$ cat src/rtl/vga_timing_gen.sv
// 640x480@60 VGA raster generator: pixel/line counters, blank, active-low syncs, frame/vblank strobes.
// Optional macro VGA_SYNC_ALIGN_EN delays hs/vs by one clock to line up with a registered renderer.
module vga_timing_gen #(
  parameter int H_VISIBLE = 640,
  parameter int H_FRONT   = 16,
  parameter int H_SYNC    = 96,
  parameter int H_BACK    = 48,
  parameter int V_VISIBLE = 480,
  parameter int V_FRONT   = 10,
  parameter int V_SYNC    = 2,
  parameter int V_BACK    = 33
) (
  input  logic       vga_clk,
  input  logic       reset,
  output logic [9:0] DrawX,
  output logic [9:0] DrawY,
  output logic       blank,
  output logic       hs,
  output logic       vs,
  output logic       frame_start,
  output logic       vblank_start
);

  localparam int H_TOTAL = H_VISIBLE + H_FRONT + H_SYNC + H_BACK;
  localparam int V_TOTAL = V_VISIBLE + V_FRONT + V_SYNC + V_BACK;

  localparam logic [9:0]  H_LAST     = 10'(H_TOTAL - 1);
  localparam logic [9:0]  V_LAST     = 10'(V_TOTAL - 1);
  localparam logic [9:0]  V_VIS_LINE = 10'(V_VISIBLE);
  // Decode bounds are 11 bits wide so an end bound of 1024 does not wrap to 0.
  localparam logic [10:0] H_VIS_END  = 11'(H_VISIBLE);
  localparam logic [10:0] HS_START   = 11'(H_VISIBLE + H_FRONT);
  localparam logic [10:0] HS_END     = 11'(H_VISIBLE + H_FRONT + H_SYNC);
  localparam logic [10:0] V_VIS_END  = 11'(V_VISIBLE);
  localparam logic [10:0] VS_START   = 11'(V_VISIBLE + V_FRONT);
  localparam logic [10:0] VS_END     = 11'(V_VISIBLE + V_FRONT + V_SYNC);

  logic [9:0]  draw_x_reg, draw_y_reg;
  logic [9:0]  h_next, v_next;
  logic [10:0] h_ext, v_ext;
  logic        blank_reg, hs_reg, vs_reg, frame_start_reg, vblank_start_reg;
  logic        blank_next, hs_next, vs_next, frame_start_next, vblank_start_next;

  always_comb begin
    h_next = draw_x_reg + 10'd1;
    v_next = draw_y_reg;
    if (draw_x_reg == H_LAST) begin
      h_next = '0;
      v_next = (draw_y_reg == V_LAST) ? '0 : draw_y_reg + 10'd1;
    end
  end

  // Outputs decode the next counter value so they register alongside it.
  always_comb begin
    h_ext             = {1'b0, h_next};
    v_ext             = {1'b0, v_next};
    blank_next        = (h_ext < H_VIS_END) && (v_ext < V_VIS_END);
    hs_next           = !((h_ext >= HS_START) && (h_ext < HS_END));
    vs_next           = !((v_ext >= VS_START) && (v_ext < VS_END));
    frame_start_next  = (h_next == '0) && (v_next == '0);
    vblank_start_next = (h_next == '0) && (v_next == V_VIS_LINE);
  end

  always_ff @(posedge vga_clk or posedge reset) begin
    if (reset) begin
      draw_x_reg       <= '0;
      draw_y_reg       <= '0;
      blank_reg        <= 1'b1;
      hs_reg           <= 1'b1;
      vs_reg           <= 1'b1;
      frame_start_reg  <= 1'b0;
      vblank_start_reg <= 1'b0;
    end else begin
      draw_x_reg       <= h_next;
      draw_y_reg       <= v_next;
      blank_reg        <= blank_next;
      hs_reg           <= hs_next;
      vs_reg           <= vs_next;
      frame_start_reg  <= frame_start_next;
      vblank_start_reg <= vblank_start_next;
    end
  end

  assign DrawX        = draw_x_reg;
  assign DrawY        = draw_y_reg;
  assign blank        = blank_reg;
  assign frame_start  = frame_start_reg;
  assign vblank_start = vblank_start_reg;

`ifdef VGA_SYNC_ALIGN_EN
  logic hs_align_reg, vs_align_reg;

  always_ff @(posedge vga_clk or posedge reset) begin
    if (reset) begin
      hs_align_reg <= 1'b1;
      vs_align_reg <= 1'b1;
    end else begin
      hs_align_reg <= hs_reg;
      vs_align_reg <= vs_reg;
    end
  end

  assign hs = hs_align_reg;
  assign vs = vs_align_reg;
`else
  assign hs = hs_reg;
  assign vs = vs_reg;
`endif

endmodule

$ cat config.mk
export PLATFORM = sky130hd
export DESIGN_NAME = vga_timing_gen
export DESIGN_NICKNAME = d
export VERILOG_FILES = /design/src/rtl/vga_timing_gen.sv
export SDC_FILE = /design/constraint.sdc
export NUM_CORES = 1
export LEC_CHECK = 0
export CAP_MARGIN = 10
export CELL_PAD_IN_SITES_DETAIL_PLACEMENT = 0
export CELL_PAD_IN_SITES_GLOBAL_PLACEMENT = 1
export CORE_AREA = 2 2 74 76
export CTS_CLUSTER_DIAMETER = 40
export DETAILED_ROUTE_END_ITERATION = 8
export DIE_AREA = 0 0 76 78
export GPL_ROUTABILITY_DRIVEN = 0
export HOLD_SLACK_MARGIN = 0.02
export PLACE_DENSITY = 0.67
export SYNTH_ARGS = -nofsm -noshare
export SYNTH_HDL_FRONTEND = slang
export SYNTH_SLANG_ARGS = --single-unit
$ cat constraint.sdc
create_clock -name vga_clk -period 2.94 [get_ports vga_clk]
set_clock_uncertainty 0.05 [all_clocks]
set_input_delay 0.441 -clock vga_clk [delete_from_list [all_inputs] [get_ports vga_clk]]
set_output_delay 0.441 -clock vga_clk [all_outputs]
set_load 0.1 [all_outputs]
==> results.cfg, run 1 <==
[clocking]
postCtsResizedCells = 0
cts_sinks = 25
htreeDepth = 1
numCtsBuffers = 3
holdBufCountCts = 0
clk_pin_slew_worst_paths_ns = 0.08
clkLatencyLatePin_ns = 0.27
cts_tree = built
postCtsSetupBuffers = 0
cts-root-buf = clkbuf_8
clockBufferDepth = 2

[pwr]
power_frac_comb_pct = 1.6
p_per_area_nw_per_um2 = 297
p_total_mw = 0.557
p_leak_nw = 0.804
switching_share_pct = 21.0
p_sw_mw = 0.117
pwr-share-clk_pct = 36.7
power_frac_seq_pct = 61.6
p_int_mw = 0.441
ir_drop_mv = 0.150

[final_layout]
final-seq-area_um2 = 641
drive_gt1_share_pct = 31.8
fin_area_um2 = 1870
fill_cells = 528
layout.nets = 198
multi_input_area_um2 = 827
area_growth_pct = 18.3
diodes = 0

[timing]
hold_viol_final = 0
layout_setup_ws_ns = 0.200
max_slew_margin_pct = 68.8
finalCritPeriodShare_pct = 93.2
rsz0062_at_grt = false
setup_viol = 0
tightestPinTransition_ns = 0.461
maxSlewViolCount = 0
fin_tns_setup_ns = 0
period_minus_slack_ns = 2.74
fmax_mhz = 365

[placement]
port_buffers = 26
dp_hpwl_mm = 2.94
dpl_cell_area_um2 = 1810
place_ws_ns = 0.149

[worst_setup_path]
cp.arrival_ns = 2.88
worst_setup_path_start_kind = register
cp.required_ns = 3.08
worst_path_max_delay_cell = or4b_1
endpoint_kind = register
path_max_fanout = 7
critPathKind = reg -> reg
crit_chain = inv_1 > ha_1 > nor4bb_1 > nand4_1 > a21o_2 > a22o_2 > nand4b_1 > or4b_1
max_stage_delay_ns = 0.52

[grt]
grt_pass1_wl_mm = 6.96
grt_overflow_total = 0
grt_max_degree = 26
antenna_found_initial = 0
track_usage_pct = 14.3
grt_pass1_vias = 1440

[die]
die_w_um = 76
initial_core_util_pct = 31.4
ios = 27
core_area_um2 = 5040
rows = 26
die_h_um = 78
die_area_um2 = 5930

[routing]
routed-via-count = 1362
postRouteAntennaNets = 0
avgRoutedWirePerCell_um = 15.1
drt-pass1-iter-count = 4
first_iter_violations = 168
post_drt_via_cell_ratio = 5.20
drc_errors = 0
wirelength_mm = 3.95

[hold_path]
hold_path.class = reg -> reg

[synth]
ys.warnings.count = 0
synth_edf_count = 0
syn_nets = 171
async_reset_ff_share_pct = 100
yosysSeqAreaShare_pct = 39.7
yosysUniqueCellTypes = 55
syn_avg_cell_area_um2 = 9.54
ys_top_cells_by_area = dfrtp_1 (35%), dfstp_2 (5.0%), clkbuf_8 (4.3%)
synth_top_area_share_pct = 34.8
synthCells = 166
synthFlopType = dfrtp_1
syn-cell-area_um2 = 1580
ys_ff_latch = 25
synth_largest_area_cell = dfrtp_1

[flow_run]
drv_cap = 0

[outcome]
outcome = finished clean
## layout by cell type, fill, tap and decap left out, types with 2 or more instances in the layout
cell type	count
buf_4	31
nor2_1	16
nand2_1	14
dfrtp_1	13
dfrtp_2	9
inv_1	8
nand3_1	8
nand4_1	7
xnor2_1	7
xor2_1	6
a21oi_1	5
o21ai_0	4
and3_1	4
nor2b_1	3
o31ai_1	3
ha_1	3
dfstp_2	3
clkbuf_8	3
a22oi_1	2
or3_1	2
and2_2	2
nor3_1	2
a31oi_1	2
nor4_1	2
a211oi_1	2
o2111ai_1	2
## cell usage after synthesis (3+ instances only)
cell type,instances
inv_1,8
nor2b_1,3
nand2_1,14
xor2_1,6
dfrtp_1,22
nand4_1,7
nor2_1,16
ha_1,3
dfstp_2,3
and3_1,4
clkbuf_8,5
o31ai_1,3
xnor2_1,7
a21oi_1,5
o21ai_0,4
nand3_1,8
## worst paths after layout
check / slack, ns / start / endpoint / depth (start not counted)
worst max-delay path: 0.20 / DrawY[0] / vs / 8
worst min-delay path: 0.46 / DrawX[0] / DrawX[0] / 1
worst max register to register: 0.20 / DrawY[0] / vs / 8
worst min register to register: 0.46 / DrawX[0] / DrawX[0] / 1
max in group asynchronous: 2.07 / reset / vs / 3
min in group asynchronous: 0.47 / reset / DrawX[9] / 3
## area by class of cell
type,instances,area share (%)
multi-input combinational,123,44.1
sequential,25,34.2
timing repair buffer,32,13.0
tap,70,4.67
clock buffer,3,2.20
inverter,8,1.60
clock inverter,1,0.267
## cells by family after synthesis
group           count (synthesis)  synth area share, %
compound gates                 29                 13.0
xor+xnor                       13                 7.19
fa+ha+maj                       3                 2.37
buf+inv                        18                 8.06
flops                          25                 39.7
mux                             1                0.711
simple gates                   77                 29.0
## power groups by stage
stage               registers [mW]  logic, mW  clock network (mW)
floorplan                    0.350    0.00507                   0
global placement             0.350    0.00970                   0
detailed placement           0.350    0.00987                   0
CTS                          0.344    0.00983               0.216
global route                 0.344     0.0107               0.232
finish                       0.344    0.00898               0.205
## critical path, delay by kind of cell (launching register included)
family | cells | cell delay (ns)
flops | 1 | 0.46
compound gates | 2 | 0.54
simple gates | 4 | 1.35
buf+inv | 1 | 0.11
fa+ha+maj | 1 | 0.16
## metal layers
layer | track usage, % | vias up | part of all wire (%)
met5 | 0 | - | 0
met4 | 5.64 | 0 | 1.0
met3 | 2.33 | 6 | 3.5
met2 | 24.3 | 35 | 49
met1 | 18.4 | 669 | 46
li1 | - | 652 | -
## through the flow
step	hold slack [ns]	util, %	instances
after global routing	0.484	37.2	262
after detailed placement	0.448	36.0	256
after global placement	0.430	36.0	256
final	0.461	37.2	262
after CTS	0.461	36.9	260
after floorplan	0.415	-	166
Power figures use the tool's default switching activity.
==> run 2: changes to the inputs <==
CAP_MARGIN = 30   (was 10)
==> results of run 2 <==
Final layout, timing and power as in run 1 (identical DEF).
==> run 3: changes to the inputs <==
REMOVE_ABC_BUFFERS = 1   (was unset)
==> run 3 against run 2 <==
  * Total power increased by 0.18%
  * Combinational power increased by 48%
  * Design area increased by 2.4%
  * Largest power group unchanged
  * Maximum frequency decreased by 2.0%
==> results.cfg, run 3 (synthesis results as in run 1) <==
[timing]
period_minus_slack_ns = 2.80
maxSlewViolCount = 0
max_slew_margin_pct = 66.0
finalCritPeriodShare_pct = 95.1
tightestPinTransition_ns = 0.502
setup_viol = 0
rsz0062_at_grt = false
hold_viol_final = 0
fmax_mhz = 358

[clocking]
cts_tree = built
clkLatencyLatePin_ns = 0.26
postCtsSetupBuffers = 0
postCtsResizedCells = 0
numCtsBuffers = 3
holdBufCountCts = 0
htreeDepth = 1
clockBufferDepth = 2
cts-root-buf = clkbuf_8
cts_sinks = 25
clk_pin_slew_worst_paths_ns = 0.09

[die]
core_area_um2 = 5040
die_w_um = 76
initial_core_util_pct = 31.4
rows = 26
die_area_um2 = 5930
die_h_um = 78
ios = 27

[routing]
avgRoutedWirePerCell_um = 14.7
wirelength_mm = 3.94
drt-pass1-iter-count = 4
drc_errors = 0
postRouteAntennaNets = 0
post_drt_via_cell_ratio = 5.18
first_iter_violations = 154
routed-via-count = 1382

[worst_setup_path]
critPathKind = reg -> reg
endpoint_kind = register
max_stage_delay_ns = 0.53
worst_path_max_delay_cell = or4b_1
rr_worst_depth = 8
path_max_fanout = 7
cp.arrival_ns = 2.93
worst_setup_path_start_kind = register
crit_chain = inv_1 > ha_1 > nor4bb_1 > nand4_1 > a21o_2 > a22o_2 > nand4b_1 > or4b_1
cp.required_ns = 3.07

[grt]
grt_pass1_vias = 1308
grt_pass1_wl_mm = 6.47
grt_max_degree = 26
grt_overflow_total = 0
antenna_found_initial = 0
track_usage_pct = 13.5

[final_layout]
diodes = 0
area_growth_pct = 21.2
final_common_cell = buf_4
layout.nets = 203
fin_area_um2 = 1920
drive_gt1_share_pct = 28.4
fill_cells = 518
final_cell_mix = buf_4 (35), dfrtp_1 (22), nor2_1 (16)

[pwr]
ir_drop_mv = 0.224
p_total_mw = 0.559
p_leak_nw = 0.851
p_per_area_nw_per_um2 = 291

[outcome]
outcome = finished clean

[flow_run]
drv_cap = 0

[placement]
port_buffers = 26
dp_hpwl_mm = 2.98
dpl_cell_area_um2 = 1850

[hold_path]
hold_path.class = in -> async
==> run 3: cell types whose count changed in the layout (fill, tap and decap cells not counted), sizes merged <==
| cell | change |
|---|---|
| clkbuf | +1 |
| buf | +5 |
| clkinv | -1 |
==> run 3: area by class of cell <==
cell class	count	area, um^2	share of cell area, %
multi-input combinational	123	827	43.1
sequential	25	629	32.8
timing repair buffer	37	300	15.6
tap	70	87.6	4.56
clock buffer	4	45.0	2.35
inverter	8	30.0	1.56
==> run 3: final timing paths <==
check,from,endpoint,slack [ns]
max in group asynchronous,reset,hs,2.00
min in group vga_clk,DrawX[0],DrawX[0],0.52
max,DrawY[0],vs,0.14
min,reset,DrawX[3],0.30
min reg2reg,DrawX[0],DrawX[0],0.52
max reg2reg,DrawY[0],vs,0.14
==> run 3: metal layers <==
layer  GRT usage [%]  wire [um]  part of all wire, %  vias up
li1                -          -                    -      660
met1            17.4       1820                   46      669
met2            22.8       1860                   47       45
met3            3.37        200                  5.1        8
met4            3.09         55                  1.4        0
met5               0          0                    0        -
==> run 3: critical path: cells and delay by family, from the launching register on <==
family | cells | cell delay [ns]
adder cells (fa/ha/maj) | 1 | 0.14
buffers and inverters | 1 | 0.13
AND/OR/NAND/NOR | 4 | 1.39
flip-flops | 1 | 0.46
AO/OA/AOI/OAI | 2 | 0.56
==> run 3: power by group <==
group	switching (mW)	internal [mW]	leakage [nW]	total, mW
combinational	0.00750	0.00578	0.503	0.0133
clock	0.105	0.0968	0.0228	0.202
sequential	0	0.344	0.325	0.344
==> run 3: per-stage QoR <==
| stage | TNS [ns] | hold WS, ns | cells | util (%) | setup WS (ns) |
|---|---|---|---|---|---|
| global route | 0 | 0.298 | 267 | 38.1 | 0.00661 |
| detailed placement | 0 | 0.514 | 262 | 36.6 | 0.212 |
| floorplan | -0.262 | 0.416 | 156 | - | -0.250 |
| finish | 0 | 0.299 | 267 | 38.1 | 0.144 |
| global placement | 0 | 0.513 | 262 | 36.6 | 0.337 |
| CTS | 0 | 0.528 | 266 | 37.5 | 0.187 |
